`src/rtl/status_cond_unit.sv`:
```
// status_cond_unit: status flag register plus NUM_CH independent
// condition-code evaluators with optional registered result stage.
// Optional feature: define COND_FWD_EN to forward same-cycle status
// writes (sr_in) into the condition evaluators.
module status_cond_unit #(
  parameter int unsigned NUM_CH  = 2,
  parameter int unsigned OUT_REG = 1
) (
  input  logic                clk,
  input  logic                rst_n,
  input  logic                sr_we,
  input  logic [3:0]          sr_in,
  input  logic                freeze,
  input  logic                flush,
  input  logic [4*NUM_CH-1:0] cond,
  input  logic [NUM_CH-1:0]   cond_valid,
  output logic [NUM_CH-1:0]   cond_pass,
  output logic [NUM_CH-1:0]   pass_valid,
  output logic [3:0]          sr
);

  localparam int unsigned FLAG_W = 4;

  logic [FLAG_W-1:0] sr_q;
  logic [FLAG_W-1:0] sr_d;
  logic [FLAG_W-1:0] eval_flags;
  logic [NUM_CH-1:0] raw_pass;
  logic              sr_wr_en;

  // Evaluate one condition code against flags packed {z, c, n, v}
  function automatic logic eval_cond(input logic [3:0] code, input logic [FLAG_W-1:0] f);
    logic z, c, n, v;
    logic res;
    z = f[3];
    c = f[2];
    n = f[1];
    v = f[0];
    unique case (code)
      4'b0000: res = z;
      4'b0001: res = ~z;
      4'b0010: res = c;
      4'b0011: res = ~c;
      4'b0100: res = n;
      4'b0101: res = ~n;
      4'b0110: res = v;
      4'b0111: res = ~v;
      4'b1000: res = c & ~z;
      4'b1001: res = ~c | z;
      4'b1010: res = (n == v);
      4'b1011: res = (n != v);
      4'b1100: res = ~z & (n == v);
      4'b1101: res = z | (n != v);
      4'b1110: res = 1'b1;
      default: res = 1'b0;
    endcase
    return res;
  endfunction

  assign sr_wr_en = sr_we & ~freeze;

  // Status register next-state: load on unstalled write, otherwise hold
  always_comb begin
    sr_d = sr_q;
    if (sr_wr_en) begin
      sr_d = sr_in;
    end
  end

  // Status register; flush intentionally has no effect here
  always_ff @(posedge clk or negedge rst_n) begin
    if (!rst_n) begin
      sr_q <= '0;
    end else begin
      sr_q <= sr_d;
    end
  end

  assign sr = sr_q;

`ifdef COND_FWD_EN
  // Same-cycle forwarding of the flags being written
  assign eval_flags = sr_wr_en ? sr_in : sr_q;
`else
  // Evaluation sees the committed status register only
  assign eval_flags = sr_q;
`endif

  // Per-channel evaluation, all channels in parallel; invalid channels read 0
  always_comb begin
    raw_pass = '0;
    for (int k = 0; k < int'(NUM_CH); k++) begin
      raw_pass[k] = cond_valid[k] & eval_cond(cond[4*k +: 4], eval_flags);
    end
  end

  generate
    if (OUT_REG != 0) begin : g_out_reg
      logic [NUM_CH-1:0] pass_q;
      logic [NUM_CH-1:0] pass_d;
      logic [NUM_CH-1:0] valid_q;
      logic [NUM_CH-1:0] valid_d;

      // Output stage next-state: flush clears, freeze holds, else capture
      always_comb begin
        pass_d  = pass_q;
        valid_d = valid_q;
        if (flush) begin
          pass_d  = '0;
          valid_d = '0;
        end else if (!freeze) begin
          pass_d  = raw_pass;
          valid_d = cond_valid;
        end
      end

      // Output registers, one cycle of latency
      always_ff @(posedge clk or negedge rst_n) begin
        if (!rst_n) begin
          pass_q  <= '0;
          valid_q <= '0;
        end else begin
          pass_q  <= pass_d;
          valid_q <= valid_d;
        end
      end

      assign cond_pass  = pass_q;
      assign pass_valid = valid_q;
    end else begin : g_out_comb
      // Zero-latency results, forced low while reset is asserted
      assign cond_pass  = rst_n ? raw_pass   : NUM_CH'(0);
      assign pass_valid = rst_n ? cond_valid : NUM_CH'(0);
    end
  endgenerate

endmodule

```
`config.mk`:
```
export PLATFORM = sky130hd
export DESIGN_NAME = status_cond_unit
export DESIGN_NICKNAME = d
export VERILOG_FILES = /design/src/rtl/status_cond_unit.sv
export SDC_FILE = /design/constraint.sdc
export NUM_CORES = 1
export LEC_CHECK = 0
export ABC_AREA = 0
export BUFFER_PORTS_ARGS = -buffer_cell sky130_fd_sc_hd__buf_2
export CELL_PAD_IN_SITES_DETAIL_PLACEMENT = 1
export CELL_PAD_IN_SITES_GLOBAL_PLACEMENT = 1
export CORE_AREA = 4 4 54 56
export DETAILED_ROUTE_END_ITERATION = 7
export DIE_AREA = 0 0 58 60
export GPL_TIMING_DRIVEN = 0
export PLACE_DENSITY = 0.71
export SYNTH_ARGS = -nofsm -noshare
export SYNTH_HDL_FRONTEND = slang
export SYNTH_SLANG_ARGS = --single-unit
```
`constraint.sdc`:
```
create_clock -name clk -period 4.05 [get_ports clk]
set_input_delay 1.215 -clock clk [delete_from_list [all_inputs] [get_ports clk]]
set_output_delay 1.215 -clock clk [all_outputs]
set_load 0.01 [all_outputs]
```
# After elaboration in Yosys (flattened, before gate mapping)
# Cells that the tools add are included.
# W data, S select, Z words.
# op_classes
magnitude_cmp	0
bitwise	12
n_eq_ne	31
mul	0
addsub	0
div_mod_pow	0
muxes	6
reduce_logical	2
shifts	0
# op_table
op	n
$eq A4 B4 Y1 const B	14
$eq A4 B3 Y1 const B	8
$pmux W1 S15	2
$eq A4 B2 Y1 const B	4
$eq A4 B1 Y1 const B	2
$logic_not A4 Y1	2
$mux W2	4
$and A1 B1 Y1	5
$not A1 Y1	5
$ne A2 B1 Y1 const B	1
$or A1 B1 Y1	2
$eq A1 B1 Y1	1
$ne A1 B1 Y1	1
# word_totals
ramBits	0
reg_bits	8
memories	0
elab_cells	54
mem_bits_ro	0
latch_bits	0
out_inout_bits	8

# Depth between registers and ports, before layout
# Gate-level depths: netlist of run 1.
# logic_depth
ltp_word	6
ltp_mapped	6

# Worst setup path before layout of run 1
# OpenSTA, ideal clock, no wires.
# synth_path
path_type	input to register
start	input cond[1]
end	register g_out_reg.pass_q[0], in the netlist cond_pass[0]
arrival_ns	2.130
slack_ns	1.825
stages	5
required_time_ns	3.954
cell_sequence	buf_4 or3_1 a31oi_1 o21ai_1 a311oi_2
# synth_between
elab_chain_cells	5
elab_cells_between_ends	19
cone_classes	eq/ne (14); mux (3); bitwise (1); reduce/logical (1)
# synth_rtl
element	line_no	rtl
start, declared	15	input logic [4*NUM_CH-1:0] cond,
$eq A4 B4 Y1, or another cell as far along	38	unique case (code)
$pmux W1 S15 *	38	
$and A1 B1 Y1 *	92	raw_pass[k] = cond_valid[k] & eval_cond(cond[4*k +: 4], eval_flags);
$mux W2 *	110	end else if (!freeze) begin
$mux W2 *	107	if (flush) begin
end signal, assigned	122	pass_q <= pass_d;
end, declared	98	logic [NUM_CH-1:0] pass_q;
# Every way passes the cells marked *; elsewhere a longest branch is shown, timed or not. The select of a mux whose other input is x is not followed.
# A chain may end at the register's enable or synchronous reset.

# Worst setup path in the final report of run 1
# layout_path
start	register sr_q[0], in the netlist sr[0]
end	output sr[0]
# layout_lines
element	line_no	rtl
start, declared	24	logic [FLAG_W-1:0] sr_q;
start signal, assigned	74	sr_q <= sr_d;
end, declared	19	output logic [3:0] sr
# No word-level cell between the ends.

==> results.toml, run 1 <==
[logic_synthesis]
syn_area_um2 = 698
syn_nets = 99
ys_seq_area_share_pct = 28.7
synth.distinct_cells = 35
muxShareOfSynthArea_pct = 12.2
postSynthAreaPerCell_um2 = 8.73
synth_edf_count = 0
yosysWarnings = 0
synth_seq_cells = 8
synth_top_family_by_area = "simple AND/OR/NAND/NOR gates"
synthFlopType = "dfrtp_1"
synth-adder-area-share_pct = 0
async_flop_share_pct = 100
synth-xor-area-share_pct = 7.35
synthCells = 80
synth_compound_area_share_pct = 22.0
yosys.area_share.simple_pct = 22.6

[worst_setup_path]
required_ns = 2.83
slowest_delay_ns = 0.56
cpMaxStageDelayCell = "dfrtp_1"
critPathMaxFanout = 8
arrival_ns = 1.02
cp-end-kind = "output port"
cp_num_buf_inv = 1
cp_cell_sequence = "buf_2"
startpoint = "sr[0]"
startpoint_type = "register"
crit_family = "flip-flops"
critical_path_class = "reg2out"
rr_startpoint = "sr[2]"

[grt]
antenna_found_initial = 0
grt_max_degree = 11
grt_pass1_vias = 690
grt_pass1_wl_um = 3150
track_usage_pct = 12.0
overflow = 0

[cells_and_area]
multi_input_area_um2 = 448
area_growth_pct = 24.4
final_cells = 135
regArea_um2 = 200
fillers = 304
drive_above_1_share_pct = 34.3
final_nets = 126
diodes = 0

[power_and_ir_drop]
p_comb_share_pct = 36.3
power.density_nw_per_um2 = 297
leakagePower_nw = 0.388
power.total_mw = 0.258
clock_power_share_pct = 23.7
internal_power_mw = 0.167
p_sw_share_pct = 35.2
p_seq_share_pct = 40.0
ir_worst_vdd_mv = 0.132
p_switching_mw = 0.0909

[route]
drt_iter0_drc = 8
ant_nets = 0
drcViolationCount = 0
routed_wl_um = 1920
wl_per_cell_um = 14.2
num_vias = 704
viasPerCell = 5.21
drtPass1Iterations = 4

[sta]
hold_slack_ns = 0.507
setup_viol = 0
fin_crit_ns = 2.24
fin_setup_tns_ns = 0
slew_viol_final = 0
tightest_slew_ns = 0.587
fmax_mhz = 447
finalCritPeriodShare_pct = 55.2
max_slew_margin_pct = 59.8
rsz0062_at_grt = "no"
skew_ns = 0.00502
hold_viol_final = 0

[clock_network]
cts_hold_buf = 0
cts_buffers = 3
clock_latency_ns = 0.25
clock_sinks = 8
cts_setup_buffers = 0
cts_tree = "built"
htree_levels = 1
cts-resized-gates = 0
clockRootBuffer = "clkbuf_4"
clock_path_buffers = 2
clkTransAtPathRegs_ns = 0.06

[die]
die_x_um = 58
core_um2 = 2430
core.rowCount = 18
ios = 27
start_util_pct = 28.7
dieArea_um2 = 3480
dieHeight_um = 60

[placement]
placedCellCount = 132
gp_congestion = 0.715
hpwlAfterDp_um = 1550
portBuffers = 22

[run_status]
status = "finished clean"

[job]
cap_violations = 0

[worst_hold_path]
min_from = "cond_pass[1]"
hp-class = "reg2reg"
## tightest hold or removal path, cell delays in order (launching register included)
cell,delay (ns)
dfrtp_1,0.35
nand2_1,0.06
nand3_1,0.07
## state kept, by name, summed over array words and instances (netlist names)
signal and flops:
sr 4, cond_pass 2, pass_valid 2
## metrics by stage
step | worst slack, ns | instance area [µm²] | utilization [%]
6_report | 1.81 | 868 | 35.7
5_1_grt | 1.77 | 868 | 35.7
4_1_cts | 1.79 | 868 | 35.7
3_5_place_dp | 1.62 | 846 | 34.8
3_3_place_gp | 1.70 | 846 | 34.8
2_1_floorplan | 1.82 | 698 | -
## cell families (layout without fill, tap and decap cells)
family                 Yosys count  count (layout)
multiplexers                     8               8
AO/OA/AOI/OAI                   20              20
buffers and inverters            8              33
flip-flops                       8               8
XOR/XNOR                         5               5
AND/OR/NAND/NOR                 31              31
## power by group through the flow
stage / Combinational (mW) / Sequential, mW / Clock [mW]
2_1_floorplan: 0.0603 / 0.104 / 0
3_3_place_gp: 0.0915 / 0.104 / 0
3_5_place_dp: 0.0945 / 0.105 / 0
4_1_cts: 0.0949 / 0.104 / 0.0644
5_1_grt: 0.104 / 0.105 / 0.0691
6_report: 0.0937 / 0.103 / 0.0611
## synth_stat cells (2+ instances only)
library cell	count	share of area, %
a21oi_1	3	2.1
a31oi_1	2	1.8
buf_6	2	3.2
clkbuf_1	2	1.1
dfrtp_1	8	29
inv_1	2	1.1
mux2_2	4	6.5
mux2i_1	4	5.7
nand2_1	6	3.2
nand3_1	2	1.4
nand3b_1	3	3.2
nor2_1	10	5.4
nor2b_1	4	3.6
nor3_1	2	1.4
o211ai_1	3	3.2
o21ai_0	2	1.4
xnor2_1	2	2.5
xor2_1	2	2.5
## placed cells by master, fill, tap and decap left out, types with 3 or more instances in the layout
| cell type | count |
|---|---|
| nand3b_1 | 3 |
| a21oi_1 | 3 |
| mux2i_1 | 4 |
| buf_2 | 23 |
| nand2_1 | 6 |
| nor2b_1 | 4 |
| nor2_1 | 10 |
| dfrtp_1 | 8 |
| mux2_2 | 4 |
| clkbuf_4 | 3 |
| o211ai_1 | 3 |
## worst paths after layout
check	slack, ns	depth (start not counted)	to
min in group asynchronous	0.79	1	pass_valid[0]
worst min register to register	0.51	2	cond_pass[1]
worst min-delay path	0.51	2	cond_pass[1]
worst max register to register	2.44	4	cond_pass[0]
worst max-delay path	1.81	1	sr[0]
max in group asynchronous	3.09	1	sr[3]
## metal layers
metal | track usage [%] | vias to the layer above | wire length (µm)
met4 | 3.97 | 0 | 22
met2 | 22.1 | 20 | 940
met3 | 3.24 | 2 | 110
met5 | 0 | - | 0
met1 | 13.4 | 340 | 846
li1 | - | 342 | -
## cell type report
| class | instances | share of cell area [%] |
|---|---|---|
| buffer | 6 | 4.90 |
| clock buffer | 3 | 2.59 |
| inverter | 2 | 0.865 |
| multi-input combinational | 64 | 51.6 |
| sequential | 8 | 23.1 |
| tap | 30 | 4.32 |
| timing repair buffer | 22 | 12.7 |
Power figures use the tool's default switching activity.
==> run 2, diff against run 1 <==
Settings changed: ABC_AREA 0 to 1, CORE_AREA 4 4 54 56 to 4 4 57 59, DIE_AREA 0 0 58 60 to 0 0 61 63, PLACE_DENSITY 0.71 to 0.77.
Clock period 4.05 ns to 1.91 ns, I/O delays scaled along.
==> results.toml, run 2 <==
[cells_and_area]
final_nets = 190
drive_above_1_share_pct = 19.5
diodes = 0
final_cell_mix = "nand2_1 (42), nor2_1 (27), buf_2 (26)"
largest_register_ffs = 4
finalInstanceArea_um2 = 941
final_common_cell = "nand2_1"
area_growth_pct = 25.5
final_cells = 200

[worst_setup_path]
startpoint_type = "register"
cpMaxStageDelayCell = "dfrtp_1"
cp-end-kind = "output port"
arrival_ns = 0.90
cp_cell_sequence = "buf_2"
required_ns = 1.34
cp_num_buf_inv = 1
critPathMaxFanout = 6
crit_family = "flip-flops"
critical_path_class = "reg2out"
slowest_delay_ns = 0.46

[placement]
hpwlAfterDp_um = 2120
gp_congestion = 0.828
placedCellCount = 197
portBuffers = 26
dpl_cell_area_um2 = 918

[sta]
rsz0062_at_grt = "no"
fin_setup_tns_ns = 0
fmax_mhz = 681
hold_slack_ns = 0.143
slew_viol_final = 0
tightest_slew_ns = 0.299
max_slew_margin_pct = 80.0
skew_ns = 0.00311
fin_crit_ns = 1.47
setup_viol = 0
hold_viol_final = 0
finalCritPeriodShare_pct = 76.9

[clock_network]
cts-resized-gates = 0
clkTransAtPathRegs_ns = 0.06
cts_buffers = 3
cts_hold_buf = 0
htree_levels = 1
clock_latency_ns = 0.26
clock_sinks = 8
cts_setup_buffers = 0
clockRootBuffer = "clkbuf_4"
cts_tree = "built"
clock_path_buffers = 2

[logic_synthesis]
yosys-top-cells-count = "nand2_1 (42), nor2_1 (27), inv_1 (24), nand3_1 (24)"
async_flop_share_pct = 100
yosysWarnings = 0
synth_area_leaders = "dfrtp_1 (27%), nand2_1 (21%), nand3_1 (16%)"
ys_seq_area_share_pct = 26.7
synthCells = 140
synthFlopType = "dfrtp_1"
synth_top_cell_by_area = "dfrtp_1"
yosysTopAreaCellShare_pct = 26.7
syn_area_um2 = 749
synth.most_common_cell = "nand2_1"
syn_nets = 159
synth.distinct_cells = 11
synth_seq_cells = 8
postSynthAreaPerCell_um2 = 5.35
synth_edf_count = 0

[grt]
grt_max_degree = 9
overflow = 0
antenna_found_initial = 0
grt_pass1_vias = 1062
grt_pass1_wl_um = 4400
track_usage_pct = 14.3

[die]
dieArea_um2 = 3840
core.rowCount = 19
core_um2 = 2710
ios = 27
dieHeight_um = 63
die_x_um = 61
start_util_pct = 27.7

[power_and_ir_drop]
power.density_nw_per_um2 = 545
leakagePower_nw = 0.604
ir_worst_vdd_mv = 0.380

[route]
ant_nets = 0
num_vias = 964
viasPerCell = 4.82
drtPass1Iterations = 4
routed_wl_um = 2500
drt_iter0_drc = 14
wl_per_cell_um = 12.5
drcViolationCount = 0

[worst_hold_path]
hp-class = "in2async"

[run_status]
status = "finished clean"

[job]
cap_violations = 0
## run 2: cell count changes after synthesis, sizes merged, moves of 4 or more
cell and delta:
buf -4, mux2i -4, nor2b -4, a21oi +5, nor2 +17, mux2 -4
inv +24, nand3 +23, nand2 +37
## run 2: area by class of cell
cell class	instances	area, µm²
multi-input cells	105	448
fillers	392	1770
inverters	27	101
repair buffers	26	130
well taps	31	38.8
clock buffers	3	22.5
flip-flops and latches	8	200
## run 2: metrics by stage
step / util (%) / total power [mW] / worst slack [ns]
after detailed placement: 33.9 / 0.381 / 0.339
after CTS: 34.7 / 0.517 / 0.451
final: 34.7 / 0.513 / 0.441
after global routing: 34.7 / 0.556 / 0.367
after floorplan: - / 0.304 / 0.664
after global placement: 33.9 / 0.373 / 0.382
## run 2: final timing paths
path | slack (ns) | endpoint | startpoint | cells past startpoint
setup / recovery | 0.44 | sr[1] | sr[1] | 1
hold / removal | 0.14 | cond_pass[0] | rst_n | 1
setup reg to reg | 0.50 | cond_pass[0] | sr[3] | 8
hold reg to reg | 0.48 | pass_valid[1] | pass_valid[1] | 2
max in group asynchronous | 1.60 | sr[1] | rst_n | 1
min in group clk | 0.48 | pass_valid[1] | pass_valid[1] | 2
## run 2: layer usage
metal,vias up,global-route usage [%],wire (µm)
met3,4,1.45,111
met2,25,25.0,1290
met1,445,17.7,1070
met5,-,0,0
met4,0,4.34,25
li1,490,-,-
## run 2: cells by family (layout without fill, tap and decap cells)
| family | Yosys count | in the layout | share of synthesized area (%) |
|---|---|---|---|
| AND/OR/NAND/NOR | 97 | 97 | 54.4 |
| buffers and inverters | 27 | 56 | 13.5 |
| AO/OA/AOI/OAI | 8 | 8 | 5.34 |
| flip-flops | 8 | 8 | 26.7 |
## run 2: where the power goes
part	internal (mW)	total (mW)	switching (mW)
Sequential	0.185	0.205	0.0201
Clock	0.0723	0.136	0.0638
Combinational	0.0586	0.172	0.113
Total	0.316	0.513	0.197
==> run 3, diff against run 2 <==
Clock period 1.91 ns to 1.24 ns, I/O delays scaled along.
==> results.toml, run 3 (synthesis results as in run 2) <==
[placement]
gp_congestion = 0.828
placedCellCount = 197
hpwlAfterDp_um = 2120
dpl_cell_area_um2 = 918
post-place-ws_ns = -0.179
portBuffers = 26

[clock_network]
clock_sinks = 8
cts_buffers = 3
htree_levels = 1
clock_latency_ns = 0.27
clockRootBuffer = "clkbuf_4"
clkTransAtPathRegs_ns = 0.06
clock_path_buffers = 2
cts_tree = "built"

[sta]
skew_ns = 0.000761
hold_slack_ns = 0.365
setup_viol = 4
max_slew_margin_pct = 78.3
finalCritPeriodShare_pct = 113
rsz0062_at_grt = "yes"
hold_viol_final = 0
fmax_mhz = 716
tightest_slew_ns = 0.324
fin_crit_ns = 1.40
worst_slack_ns = -0.157
slew_viol_final = 0

[route]
wl_per_cell_um = 15.2
drtPass1Iterations = 4
drcViolationCount = 0
ant_nets = 0
drt_iter0_drc = 26
routed_wl_um = 3230
viasPerCell = 5.09
num_vias = 1080

[cells_and_area]
final_cells = 212
final_cell_mix = "nand2_1 (37), nor2_1 (25), buf_2 (25)"
final_common_cell = "nand2_1"
post-route-util_pct = 40.4
fillers = 389
final_nets = 202
finalInstanceArea_um2 = 1090
drive_above_1_share_pct = 30.9
area_growth_pct = 45.9
largest_register_ffs = 4
diodes = 0

[run_status]
violations = "negative setup slack"
status = "finished with violations"

[worst_setup_path]
crit_family = "flip-flops"
arrival_ns = 1.02
cp_num_buf_inv = 2
startpoint_type = "register"
cpMaxStageDelayCell = "dfrtp_2"
slowest_delay_ns = 0.47
cp-end-kind = "output port"
required_ns = 0.87
cp_cell_sequence = "buf_4 > buf_2"
critical_path_class = "reg2out"
critPathMaxFanout = 5

[power_and_ir_drop]
power.density_nw_per_um2 = 855
ir_worst_vdd_mv = 0.614
leakagePower_nw = 0.673

[grt]
antenna_found_initial = 0
grt_pass1_wl_um = 4750
grt_pass1_vias = 1126
track_usage_pct = 15.6
overflow = 0
grt_max_degree = 9

[die]
core.rowCount = 19
ios = 27
start_util_pct = 27.7
dieHeight_um = 63
dieArea_um2 = 3840
die_x_um = 61
core_um2 = 2710

[job]
cap_violations = 0

[worst_hold_path]
hp-class = "in2reg"
-- run 3: cell types whose count changed in the layout (fill, tap and decap cells not counted), sizes merged --
| cell | delta |
|---|---|
| dlygate4sd3 | +1 |
| buf | +11 |
-- run 3: final timing paths --
| kind | startpoint | end | slack (ns) | cells after the start |
|---|---|---|---|---|
| hold reg to reg | cond_pass[0] | cond_pass[0] | 0.49 | 2 |
| setup / recovery | sr[0] | sr[0] | -0.16 | 2 |
| setup reg to reg | sr[1] | cond_pass[1] | -0.12 | 9 |
| hold / removal | sr_in[2] | sr[2] | 0.37 | 3 |
| min in group asynchronous | rst_n | pass_valid[0] | 0.49 | 2 |
| max in group asynchronous | rst_n | sr[0] | 0.55 | 2 |
-- run 3: metal layers --
| metal | vias to the layer above | part of all wire, % | global-route usage [%] |
|---|---|---|---|
| met5 | - | 0 | 0 |
| met4 | 0 | 3.6 | 4.88 |
| met3 | 17 | 5.3 | 1.65 |
| met2 | 44 | 54 | 29.0 |
| met1 | 500 | 37 | 17.8 |
| li1 | 519 | - | - |
-- run 3: area by class of cell --
type                       instances  area [µm²]  share of cell area (%)
inverter                          27         106                    9.73
timing repair buffer              38         229                    20.9
sequential                         8         204                    18.6
multi-input combinational        105         493                    45.1
tap                               31        38.8                    3.55
clock buffer                       3        22.5                    2.06
-- run 3: where the power goes --
part           switching (mW)  internal [mW]
clock network           0.105          0.112
registers              0.0386          0.287
logic                   0.228          0.164
-- run 3: timing repair --
action                     CTS  global route
resized for setup            6            13
hold buffers                 1             0
pin swaps                    2             7
hold endpoints to repair     8             0
setup buffers                7             4
setup endpoints to repair    4             5
-- run 3: worst reg2reg max path, delay by kind of cell, from the launching register on --
family        cells  cell delay [ns]
flops             1             0.45
simple gates      6             0.46
buf+inv           3             0.34
-- run 3: metrics by stage --
stage / total power [mW] / setup TNS [ns]
global route: 1.00 / -0.849
global placement: 0.574 / -0.212
finish: 0.935 / -0.553
floorplan: 0.468 / 0
detailed placement: 0.586 / -0.318
CTS: 0.847 / -0.0746
